==> config.mk <==
export PLATFORM = sky130hd
export DESIGN_NAME = cache_ctrl
export DESIGN_NICKNAME = d
export VERILOG_FILES = /design/src/rtl/cache_pkg.sv /design/src/rtl/cache_tag_array.sv /design/src/rtl/cache_ctrl.sv
export SDC_FILE = /design/constraint.sdc
export NUM_CORES = 1
export LEC_CHECK = 0
export ABC_CLOCK_PERIOD_IN_PS = 4000
export CAP_MARGIN = 30
export CORE_MARGIN = 10
export CORE_UTILIZATION = 44
export CTS_BUF_LIST = sky130_fd_sc_hd__clkbuf_4 sky130_fd_sc_hd__clkbuf_8
export DETAILED_ROUTE_END_ITERATION = 8
export HOLD_SLACK_MARGIN = 0.12
export PLACE_DENSITY = 0.71
export SLEW_MARGIN = 10
export SYNTH_ARGS = -nofsm -noshare
export SYNTH_HDL_FRONTEND = slang
export SYNTH_HIERARCHICAL = 1
export SYNTH_SLANG_ARGS = --single-unit
==> constraint.sdc <==
create_clock -name clk -period 4 [get_ports clk]
set_input_delay 0.8 -clock clk [delete_from_list [all_inputs] [get_ports clk]]
set_output_delay 0.8 -clock clk [all_outputs]
set_load 0.05 [all_outputs]
==> src/rtl/cache_pkg.sv <==
// Shared types and width helpers for the direct-mapped data cache.
package cache_pkg;

    typedef enum logic [1:0] {
        IDLE    = 2'd0,
        RD_MISS = 2'd1,
        WR_THRU = 2'd2
    } state_t;

    localparam int DEF_DEPTH = 16;
    localparam int DEF_WIDTH = 32;
    localparam int DEF_AW    = 32;

    function automatic int idx_w(input int depth);
        return $clog2(depth);
    endfunction

    // Byte offset is two bits: one word per line.
    function automatic int tag_w(input int aw, input int depth);
        return aw - $clog2(depth) - 2;
    endfunction

endpackage

==> src/rtl/cache_tag_array.sv <==
// Tag and valid storage: combinational read, synchronous write and clear.
module cache_tag_array
    import cache_pkg::*;
#(
    parameter int DEPTH = DEF_DEPTH,
    parameter int TW    = tag_w(DEF_AW, DEF_DEPTH)
) (
    input  logic                     clk,
    input  logic                     rst_n,
    input  logic [$clog2(DEPTH)-1:0] rd_idx,
    output logic [TW-1:0]            rd_tag,
    output logic                     rd_valid,
    input  logic                     wr_en,
    input  logic [$clog2(DEPTH)-1:0] wr_idx,
    input  logic [TW-1:0]            wr_tag
);

    logic [DEPTH-1:0] valid;
    logic [TW-1:0]    tags [DEPTH];

    always_ff @(posedge clk) begin
        if (!rst_n) begin
            valid <= '0;
        end else if (wr_en) begin
            valid[wr_idx] <= 1'b1;
        end
    end

    always_ff @(posedge clk) begin
        if (wr_en) begin
            tags[wr_idx] <= wr_tag;
        end
    end

    assign rd_tag   = tags[rd_idx];
    assign rd_valid = valid[rd_idx];

endmodule

==> src/rtl/cache_ctrl.sv <==
// Direct-mapped write-through, no-write-allocate data cache controller.
// Optional hit/miss counters are built when CACHE_STATS_EN is defined.
module cache_ctrl
    import cache_pkg::*;
#(
    parameter int DEPTH = DEF_DEPTH,
    parameter int WIDTH = DEF_WIDTH,
    parameter int AW    = DEF_AW
) (
    input  logic                     clk,
    input  logic                     rst_n,
    input  logic                     cpu_req,
    input  logic                     cpu_we,
    input  logic [AW-1:0]            cpu_addr,
    input  logic [WIDTH-1:0]         cpu_wdata,
    output logic [WIDTH-1:0]         cpu_rdata,
    output logic                     cpu_ready,
    output logic                     mem_req,
    output logic                     mem_we,
    output logic [AW-1:0]            mem_addr,
    output logic [WIDTH-1:0]         mem_wdata,
    input  logic [WIDTH-1:0]         mem_rdata,
    input  logic                     mem_ack,
    output logic [$clog2(DEPTH)-1:0] sram_addr,
    output logic [WIDTH-1:0]         sram_wdata,
    output logic                     sram_we,
    input  logic [WIDTH-1:0]         sram_rdata
`ifdef CACHE_STATS_EN
    ,
    output logic [31:0]              stat_hits,
    output logic [31:0]              stat_misses
`endif
);

    localparam int IDX = idx_w(DEPTH);
    localparam int TW  = tag_w(AW, DEPTH);

    state_t          state;
    logic [IDX-1:0]  index;
    logic [TW-1:0]   tag;
    logic [TW-1:0]   line_tag;
    logic            line_valid;
    logic            hit;
    logic            tag_we;
    logic [AW-1:0]   line_addr;
    logic            unused_bits;

    assign index       = cpu_addr[IDX+1:2];
    assign tag         = cpu_addr[AW-1:IDX+2];
    assign line_addr   = {cpu_addr[AW-1:2], 2'b00};
    assign hit         = line_valid && (line_tag == tag);
    assign unused_bits = ^cpu_addr[1:0];

    cache_tag_array #(
        .DEPTH (DEPTH),
        .TW    (TW)
    ) u_tags (
        .clk      (clk),
        .rst_n    (rst_n),
        .rd_idx   (index),
        .rd_tag   (line_tag),
        .rd_valid (line_valid),
        .wr_en    (tag_we),
        .wr_idx   (index),
        .wr_tag   (tag)
    );

    always_ff @(posedge clk) begin
        if (!rst_n) begin
            state <= IDLE;
        end else begin
            unique case (state)
                IDLE: begin
                    if (cpu_req && cpu_we) begin
                        state <= WR_THRU;
                    end else if (cpu_req && !hit) begin
                        state <= RD_MISS;
                    end
                end
                RD_MISS: if (mem_ack) state <= IDLE;
                WR_THRU: if (mem_ack) state <= IDLE;
                default: state <= IDLE;
            endcase
        end
    end

    always_comb begin
        cpu_ready  = 1'b0;
        cpu_rdata  = '0;
        mem_req    = 1'b0;
        mem_we     = 1'b0;
        mem_addr   = '0;
        mem_wdata  = '0;
        sram_addr  = index;
        sram_we    = 1'b0;
        sram_wdata = '0;
        tag_we     = 1'b0;
        unique case (state)
            IDLE: begin
                if (cpu_req && cpu_we && hit) begin
                    sram_we    = 1'b1;
                    sram_wdata = cpu_wdata;
                end else if (cpu_req && !cpu_we && hit) begin
                    cpu_ready = 1'b1;
                    cpu_rdata = sram_rdata;
                end
            end
            RD_MISS: begin
                mem_req  = 1'b1;
                mem_addr = line_addr;
                if (mem_ack) begin
                    cpu_ready  = 1'b1;
                    cpu_rdata  = mem_rdata;
                    sram_we    = 1'b1;
                    sram_wdata = mem_rdata;
                    tag_we     = 1'b1;
                end
            end
            WR_THRU: begin
                mem_req   = 1'b1;
                mem_we    = 1'b1;
                mem_addr  = line_addr;
                mem_wdata = cpu_wdata;
                cpu_ready = mem_ack;
            end
            default: ;
        endcase
        // Nothing may complete or write while reset is asserted.
        if (!rst_n) begin
            cpu_ready = 1'b0;
            sram_we   = 1'b0;
            tag_we    = 1'b0;
        end
    end

`ifdef CACHE_STATS_EN
    logic idle_req;

    assign idle_req = (state == IDLE) && cpu_req;

    always_ff @(posedge clk) begin
        if (!rst_n) begin
            stat_hits   <= '0;
            stat_misses <= '0;
        end else if (idle_req) begin
            if (hit && stat_hits != 32'hFFFF_FFFF) begin
                stat_hits <= stat_hits + 32'd1;
            end
            if (!hit && stat_misses != 32'hFFFF_FFFF) begin
                stat_misses <= stat_misses + 32'd1;
            end
        end
    end
`endif

endmodule
==> metrics.yaml, run 1 <==
initial_core_util_pct: 44.7
hold_path_class: "flip-flop to flip-flop"
overflow: 0
syn_to_final_growth_pct: 43.8
fin_crit_sh_pct: 116
crit_required_ps: 3200
leakage_uw: 0.00874
cts_root_buffer: "clkbuf_8"
fin_worst_hold_slack_ps: 466
fin_nets: 1607
timing.rr.end: "state[0]"
totalWireLength_um: 56300
final_common_cell: "edfxtp_1"
grt_pass1_vias: 12300
hold_start: "u_tags/valid[13]"
viasPerCell: 5.76
multi_input_area_mm2: 0.00622
io_buffers: 264
timing.slew.headroom_pct: 59.2
place_ws_ps: -963
crit_fanout: 7
antenna_found_initial: 4
r2r_slack_ps: 1030
worstMarginPinSlew_ps: 611
grt_max_degree: 34
setup_slack_ps: -652
finClkSkew_ps: 16.4
clockBufferDepth: 3
slew_violations: 0
syn_inst: 1036
die_h_um: 224
rsz0062_at_grt: "true"
core_mm2: 0.0411
syn_area_mm2: 0.0184
violations: "setup timing"
start_kind: "input port"
setup_viol: 66
rows: 74
first_pass_iters: 6
cts_max_level: 3
layout_common_cells: "416 x edfxtp_1, 191 x clkdlybuf4s50_1, 130 x buf_4"
ioPinCount: 269
cp_data_arrival_time_ps: 3850
cts_hold_buf: 0
drc_errors: 0
insertion_delay_ps: 590
grt_pass1_wl_um: 82000
yosysUniqueCellTypes: 39
antenna_left: 0
fp.dieW_um: 224
layout-drive-gt1-share_pct: 39.0
ys_ff_latch: 434
holdPathStages: 1
maxCapViolations: 0
p_total_uw: 10100
path_class: "input port to primary output"
ys_seq_area_share_pct: 69.9
wire_per_inst_um: 27.4
initialDrtViolationCount: 1189
ir_worst_vdd_mv: 0.298
status: "finished, violations left"
fmax_ghz: 0.215
place.gp.congestion: 0.864
clock-sinks: 434
rr_startpoint: "u_tags/tags[2][13]"
vias: 11800
post-route-util_pct: 64.3
fill_cells: 2817
dp_hpwl_um: 38200
cts_tree: "done"
seq_area_mm2: 0.0129
syn_avg_cell_area_um2: 17.8
path_clk_slew_ps: 50
reg2reg_depth: 8
cts_inserted_buffers: 67
synth_warnings: 6
dieArea_mm2: 0.0504
final_hold_viol_count: 0
whs_endpoint: "u_tags/valid[13]"
powerDensity_mw_per_mm2: 383
grt_usage_pct: 22.0
layout_min_cycle_time_ps: 4650
cp-end-kind: "primary output"
stage by stage:
stage | instance area [um2] | cells | setup TNS (ps)
2_1_floorplan | 19400 | 1037 | -27770
3_3_place_gp | 24500 | 1915 | -57050
3_5_place_dp | 24500 | 1915 | -59030
4_1_cts | 26400 | 2051 | -35070
5_1_grt | 26500 | 2056 | -42350
6_report | 26500 | 2056 | -37180
cells by family (layout without fill, tap and decap cells):
group	after synthesis	after routing	synth area share, %
multiplexers	108	108	13.2
XOR/XNOR	26	26	1.24
buffers and inverters	86	571	2.38
flip-flops	434	434	69.9
other	1	4	0.0204
AND/OR/NAND/NOR	233	233	6.46
adder cells (fa/ha/maj)	4	4	0.272
AO/OA/AOI/OAI	144	144	6.52
worst max-delay path: stages:
cell	delay, ps
buf_16	140
buf_12	140
mux4_2	500
a22oi_1	210
nand2_1	100
xnor2_1	180
buf_4	130
nand4_1	130
or4_4	650
buf_12	180
buf_16	140
o31ai_4	340
buf_12	190
worst max-delay path by stage:
stage | startpoint | cells past startpoint | endpoint
floorplan | cpu_addr[2] | 13 | sram_wdata[11]
global placement | cpu_addr[5] | 14 | cpu_rdata[7]
detailed placement | cpu_addr[5] | 13 | cpu_rdata[10]
CTS | cpu_addr[2] | 13 | cpu_rdata[23]
global route | cpu_addr[2] | 14 | sram_wdata[4]
finish | cpu_addr[2] | 13 | sram_wdata[20]
where the power goes:
| part | total (uW) | internal, uW | switching [uW] |
|---|---|---|---|
| Combinational | 1440 | 637 | 801 |
| Clock | 3700 | 2060 | 1630 |
| Sequential | 4990 | 4990 | 4.30 |
| Total | 10100 | 7690 | 2440 |
layout make-up:
cell class,count,share of cell area [%]
Inverter,4,0.0568
Multi-Input combinational cell,517,23.5
Clock inverter,24,0.743
Sequential cell,434,48.6
Tap cell,532,2.52
Antenna cell,2,0.0189
Timing Repair Buffer,446,20.2
Clock buffer,97,4.39
repair_timing:
action	4_1_cts	5_1_grt
endpoints found under the hold margin	0	0
buffers inserted	8	2
pin swaps	33	15
endpoints found under the setup margin	66	66
resized for setup	56	8
cloned	8	1
registers in the layout, indices dropped and copies added, names as in the netlist:
| register | flops |
|---|---|
| u_tags/valid | 16 |
| state | 2 |
| u_tags/tags | 416 |
per-layer routing:
metal	vias to the layer above	part of all wire [%]	track usage [%]
met1	6060	37	26.7
met4	2	2.8	7.66
met2	619	51	37.6
met5	-	0.023	0
li1	5086	-	-
met3	82	9.5	5.41
synthesized netlist by cell type:
master       n  share of area (%)
o21ai_0      2              0.054
ha_1         4               0.27
or4_1        1              0.041
o41a_1       1              0.061
dfxtp_1     18                2.0
edfxtp_1   416                 68
nand3b_1     2              0.082
o21a_1      17               0.69
conb_1       1              0.020
nand2b_1     3               0.10
nand2_1     63                1.3
clkbuf_2     2              0.054
buf_1       14               0.29
nand4b_1     2              0.095
buf_12       1               0.11
inv_1        4              0.082
a21boi_0     1              0.041
o2111ai_1    1              0.048
nor2b_1      5               0.17
mux4_2     108                 13
clkbuf_1    38               0.78
buf_4       10               0.41
and2_1      64                2.2
o31ai_2      5               0.34
xor2_1      11               0.52
or3b_2       1              0.048
nand4_1      4               0.14
a22oi_1     35                1.4
a21oi_1      1              0.027
xnor2_1     15               0.71
buf_6        6               0.37
o31ai_1     62                2.5
and3_1       1              0.034
nor3_1       5               0.14
buf_2       11               0.30
a22oi_2     19                1.3
nor2_1      14               0.29
nor4_1       2              0.068
nand3_1     66                1.8
(Power assumes the default switching activity.)
==> run 2: changes to the inputs <==
- ABC_AREA: not set -> 0
- CORE_UTILIZATION: 44 -> 34
- PLACE_DENSITY: 0.71 -> 0.58
==> metrics.yaml, run 2 (synthesis results as in run 1) <==
status: "finished, violations left"
violations: "setup timing"
crit_fanout: 5
final_hold_viol_count: 0
ir_worst_vdd_mv: 0.353
ioPinCount: 269
insertion_delay_ps: 610
setup_viol: 66
cp-end-kind: "primary output"
leakage_uw: 0.00913
path_clk_slew_ps: 50
grt_pass1_vias: 12400
cts_inserted_buffers: 70
cts_max_level: 3
whs_endpoint: "u_tags/valid[6]"
final_common_cell: "edfxtp_1"
dieArea_mm2: 0.0638
rr_startpoint: "u_tags/tags[11][6]"
slew_violations: 0
cts_root_buffer: "clkbuf_8"
drc_errors: 0
first_pass_iters: 5
viasPerCell: 5.24
combPwrFrac_pct: 14.9
reg_top3: "u_tags/tags (416), u_tags/valid (16), state (2)"
finClkSkew_ps: 15.2
place.gp.congestion: 0.818
die_h_um: 253
start_kind: "input port"
layout_common_cells: "416 x edfxtp_1, 174 x buf_4, 164 x clkdlybuf4s50_1"
timing.rr.end: "state[0]"
rows: 85
setup_slack_ps: -704
maxCapViolations: 0
grt_max_degree: 33
crit_required_ps: 3200
path_class: "input port to primary output"
totalWireLength_um: 60000
intPower_uw: 7780
timing.slew.headroom_pct: 58.4
reg2reg_depth: 10
worstMarginPinSlew_ps: 622
grt_pass1_wl_um: 86000
hold_start: "u_tags/valid[6]"
core_mm2: 0.0537
p_switching_uw: 2560
clockBufferDepth: 3
fin_crit_sh_pct: 118
antenna_found_initial: 4
crit_top_cell: "buf_12"
holdPathStages: 1
layout_min_cycle_time_ps: 4700
p_sw_share_pct: 24.8
r2r_slack_ps: 970
largest_reg_flops: 416
clock-sinks: 434
largest_register: "u_tags/tags"
rsz0062_at_grt: "true"
wire_per_inst_um: 26.5
cts_tree: "done"
vias: 11900
syn_to_final_growth_pct: 48.9
post-route-util_pct: 51.0
crit_family: "buffers and inverters"
io_buffers: 264
power_frac_seq_pct: 48.2
fp.dieW_um: 253
initialDrtViolationCount: 698
powerDensity_mw_per_mm2: 378
fmax_ghz: 0.213
layout-drive-gt1-share_pct: 44.3
fin_worst_hold_slack_ps: 461
cp_slowest_cell: "or4_4"
hold_path_class: "flip-flop to flip-flop"
initial_core_util_pct: 34.2
max_stage_delay_ps: 570
dp_hpwl_um: 39600
cp_data_arrival_time_ps: 3900
fin_nets: 1650
cp_cell_sequence: "buf_16 -> buf_12 -> buf_4 -> buf_4 -> mux4_2 -> a22oi_2 -> nand2_1 -> xnor2_1 -> buf_4 -> nand4_1 -> or4_4 -> buf_16 -> buf_12 -> buf_12 -> o31ai_4 -> buf_12"
power.share.clock_pct: 36.9
grt_usage_pct: 18.6
antenna_left: 0
overflow: 0
worst-path-buf-inv: 9
run 2: cell types whose count changed in the layout (fill, tap and decap cells not counted), moves of 10 or more:
cell and delta:
buf_12 +11, clkdlybuf4s50_1 -27, nand3_2 +10, a22oi_2 +11
a22oi_1 -11, nand3_1 -10, buf_4 +44
run 2: layout make-up:
| cell class | instances | area, um2 |
|---|---|---|
| Antenna cell | 2 | 5.00 |
| Clock buffer | 92 | 1130 |
| Clock inverter | 33 | 263 |
| Fill cell | 4340 | 26300 |
| Inverter | 4 | 15.0 |
| Multi-Input combinational cell | 518 | 6440 |
| Sequential cell | 434 | 12900 |
| Tap cell | 696 | 871 |
| Timing Repair Buffer | 485 | 5810 |
run 2: worst max path at each step:
stage	start	to	slack, ps	cells past startpoint
2_1_floorplan	cpu_addr[2]	sram_wdata[11]	-430	13
3_3_place_gp	cpu_addr[2]	sram_wdata[1]	-1030	13
3_5_place_dp	cpu_addr[5]	sram_wdata[1]	-1020	13
4_1_cts	cpu_addr[2]	sram_wdata[6]	-680	15
5_1_grt	cpu_addr[2]	sram_wdata[4]	-790	15
6_report	cpu_addr[2]	sram_wdata[13]	-700	16
run 2: through the flow:
stage / power [uW] / setup slack (ps) / std cells / instance area (um2) / setup TNS [ps]
2_1_floorplan: 5800 / -427 / 1037 / 19400 / -27770
3_3_place_gp: 6490 / -1030 / 2067 / 24600 / -58960
3_5_place_dp: 6500 / -1020 / 2067 / 24600 / -59500
4_1_cts: 10400 / -683 / 2242 / 27000 / -41250
5_1_grt: 10700 / -787 / 2264 / 27400 / -46180
6_report: 10300 / -704 / 2264 / 27400 / -40940
run 2: routing by layer:
| metal | wire length (um) | GRT usage [%] | up-vias |
|---|---|---|---|
| met3 | 4520 | 4.49 | 88 |
| met4 | 1680 | 6.61 | 4 |
| met5 | 25 | 0 | - |
| met1 | 23700 | 22.3 | 6123 |
| met2 | 30100 | 32.0 | 479 |
| li1 | - | - | 5171 |
run 2: power groups by stage:
stage	sequential [uW]	clock, uW	combinational [uW]
detailed placement	5090	0	1410
global route	4990	4130	1620
finish	4990	3810	1540
floorplan	5090	0	712
global placement	5080	0	1400
CTS	4990	3910	1520
run 2: timing repair:
action	CTS	global route
setup buffers	40	22
endpoints found under the hold margin	0	0
hold buffers	0	0
cloned	11	3
resized for setup	68	42
pin swaps	64	58
setup endpoints to repair	66	66
==> run 3: changes to the inputs <==
- ABC_CLOCK_PERIOD_IN_PS: 4000 -> 4400
- PLACE_DENSITY: 0.58 -> 0.56
- clock period: 4 -> 4.4 ns (I/O delays scaled with it)
==> metrics.yaml, run 3 (synthesis results as in run 1) <==
dp_hpwl_um: 39800
layout_common_cells: "416 x edfxtp_1, 194 x clkdlybuf4s50_1, 128 x buf_4"
status: "finished, violations left"
clock-sinks: 434
path_class: "input port to primary output"
syn_to_final_growth_pct: 44.9
cp-end-kind: "primary output"
stdcell_area_mm2: 0.0267
path_clk_slew_ps: 60
worst-path-buf-inv: 6
rows: 85
finClkSkew_ps: 20.2
largest_register: "u_tags/tags"
cts_tree: "done"
max_stage_delay_ps: 650
multi_input_area_mm2: 0.00621
powerDensity_mw_per_mm2: 347
slew_violations: 0
totalWireLength_um: 58500
vias: 11600
insertion_delay_ps: 620
drc_errors: 0
cp_cell_sequence: "buf_16 -> buf_12 -> buf_12 -> mux4_2 -> a22oi_2 -> nand2_1 -> xnor2_2 -> nand4_1 -> or4_4 -> buf_16 -> buf_16 -> o31ai_4 -> buf_12"
core_mm2: 0.0537
antenna_left: 0
cts_hold_buf: 0
ir_worst_vdd_mv: 0.180
setup_slack_ps: -399
crit_required_ps: 3520
layout_min_cycle_time_ps: 4800
fp.dieW_um: 253
layout-drive-gt1-share_pct: 38.9
final_hold_viol_count: 0
antenna_found_initial: 4
fin_crit_sh_pct: 109
wire_per_inst_um: 26.3
io_buffers: 264
post-route-util_pct: 49.6
cts_max_level: 3
setup_viol: 66
cts_root_buffer: "clkbuf_8"
rsz0062_at_grt: "true"
maxCapViolations: 0
cp_slowest_cell: "or4_4"
ioPinCount: 269
worstMarginPinSlew_ps: 745
overflow: 0
initialDrtViolationCount: 690
fin_nets: 1609
reg_top3: "u_tags/tags (416), u_tags/valid (16), state (2)"
fill_cells: 4490
final_common_cell: "edfxtp_1"
crit_fanout: 8
clockBufferDepth: 3
placed_area_mm2: 0.0248
viasPerCell: 5.20
initial_core_util_pct: 34.2
seq_area_mm2: 0.0129
cp_data_arrival_time_ps: 3920
fmax_ghz: 0.208
first_pass_iters: 4
violations: "setup timing"
timing.slew.headroom_pct: 50.3
die_h_um: 253
place.gp.congestion: 0.792
grt_usage_pct: 18.2
dieArea_mm2: 0.0638
largest_reg_flops: 416
grt_pass1_vias: 12400
grt_max_degree: 36
grt_pass1_wl_um: 85400
leakage_uw: 0.00875
hold_path_class: "flip-flop to flip-flop"
crit_family: "buffers and inverters"
cts_inserted_buffers: 69
start_kind: "input port"
-- run 3: cell types whose count changed in the layout (fill, tap and decap cells not counted), sizes merged, moves of 2 or more --
cell / delta
clkinv: -2
buf: -65
clkdlybuf4s50: +30
clkbuf: +5
clkinvlp: -2
bufinv: -2
bufbuf: -3
-- run 3: through the flow --
stage	hold WS, ps	std cells	power, uW	worst slack, ps	setup TNS (ps)
after floorplan	435	1037	5270	-187	-7610
after global placement	441	2084	5920	-679	-38830
final	461	2224	9260	-399	-21070
after detailed placement	451	2084	5930	-668	-38510
after global routing	472	2224	9620	-473	-26560
after CTS	463	2217	9370	-431	-23370
-- run 3: what timing repair did --
item,in CTS,in global routing
setup endpoints to repair,66,66
cloned,3,2
setup buffers,6,3
gates resized for setup,41,6
pin swaps,23,8
-- run 3: where the power goes --
| group | internal, uW | leakage, uW | switching, uW |
|---|---|---|---|
| Clock | 1880 | 0.000730 | 1530 |
| Combinational | 581 | 0.00414 | 735 |
| Sequential | 4530 | 0.00388 | 3.83 |
-- run 3: final cells by class --
type                    instances  area share [%]
inverters                       4          0.0563
clock buffers                  98            4.50
multi-input cells             517            23.3
diodes                          2          0.0188
flip-flops and latches        434            48.2
repair buffers                446            20.0
well taps                     696            3.27
clock inverters                27           0.681
-- run 3: layer usage --
layer | vias to the layer above | GRT usage [%] | wire (um)
li1 | 5102 | - | -
met1 | 5958 | 21.8 | 23300
met2 | 418 | 31.5 | 29500
met3 | 78 | 4.49 | 4250
met4 | 4 | 6.39 | 1370
met5 | - | 0 | 21
-- run 3: path summary, 6_finish.rpt --
check               startpoint          endpoint  cells past startpoint  slack, ps
max                cpu_addr[2]      cpu_rdata[8]                     13       -400
min           u_tags/valid[14]  u_tags/valid[14]                      1        460
max reg2reg  u_tags/tags[3][7]          state[0]                      8       1440
min reg2reg   u_tags/valid[14]  u_tags/valid[14]                      1        460
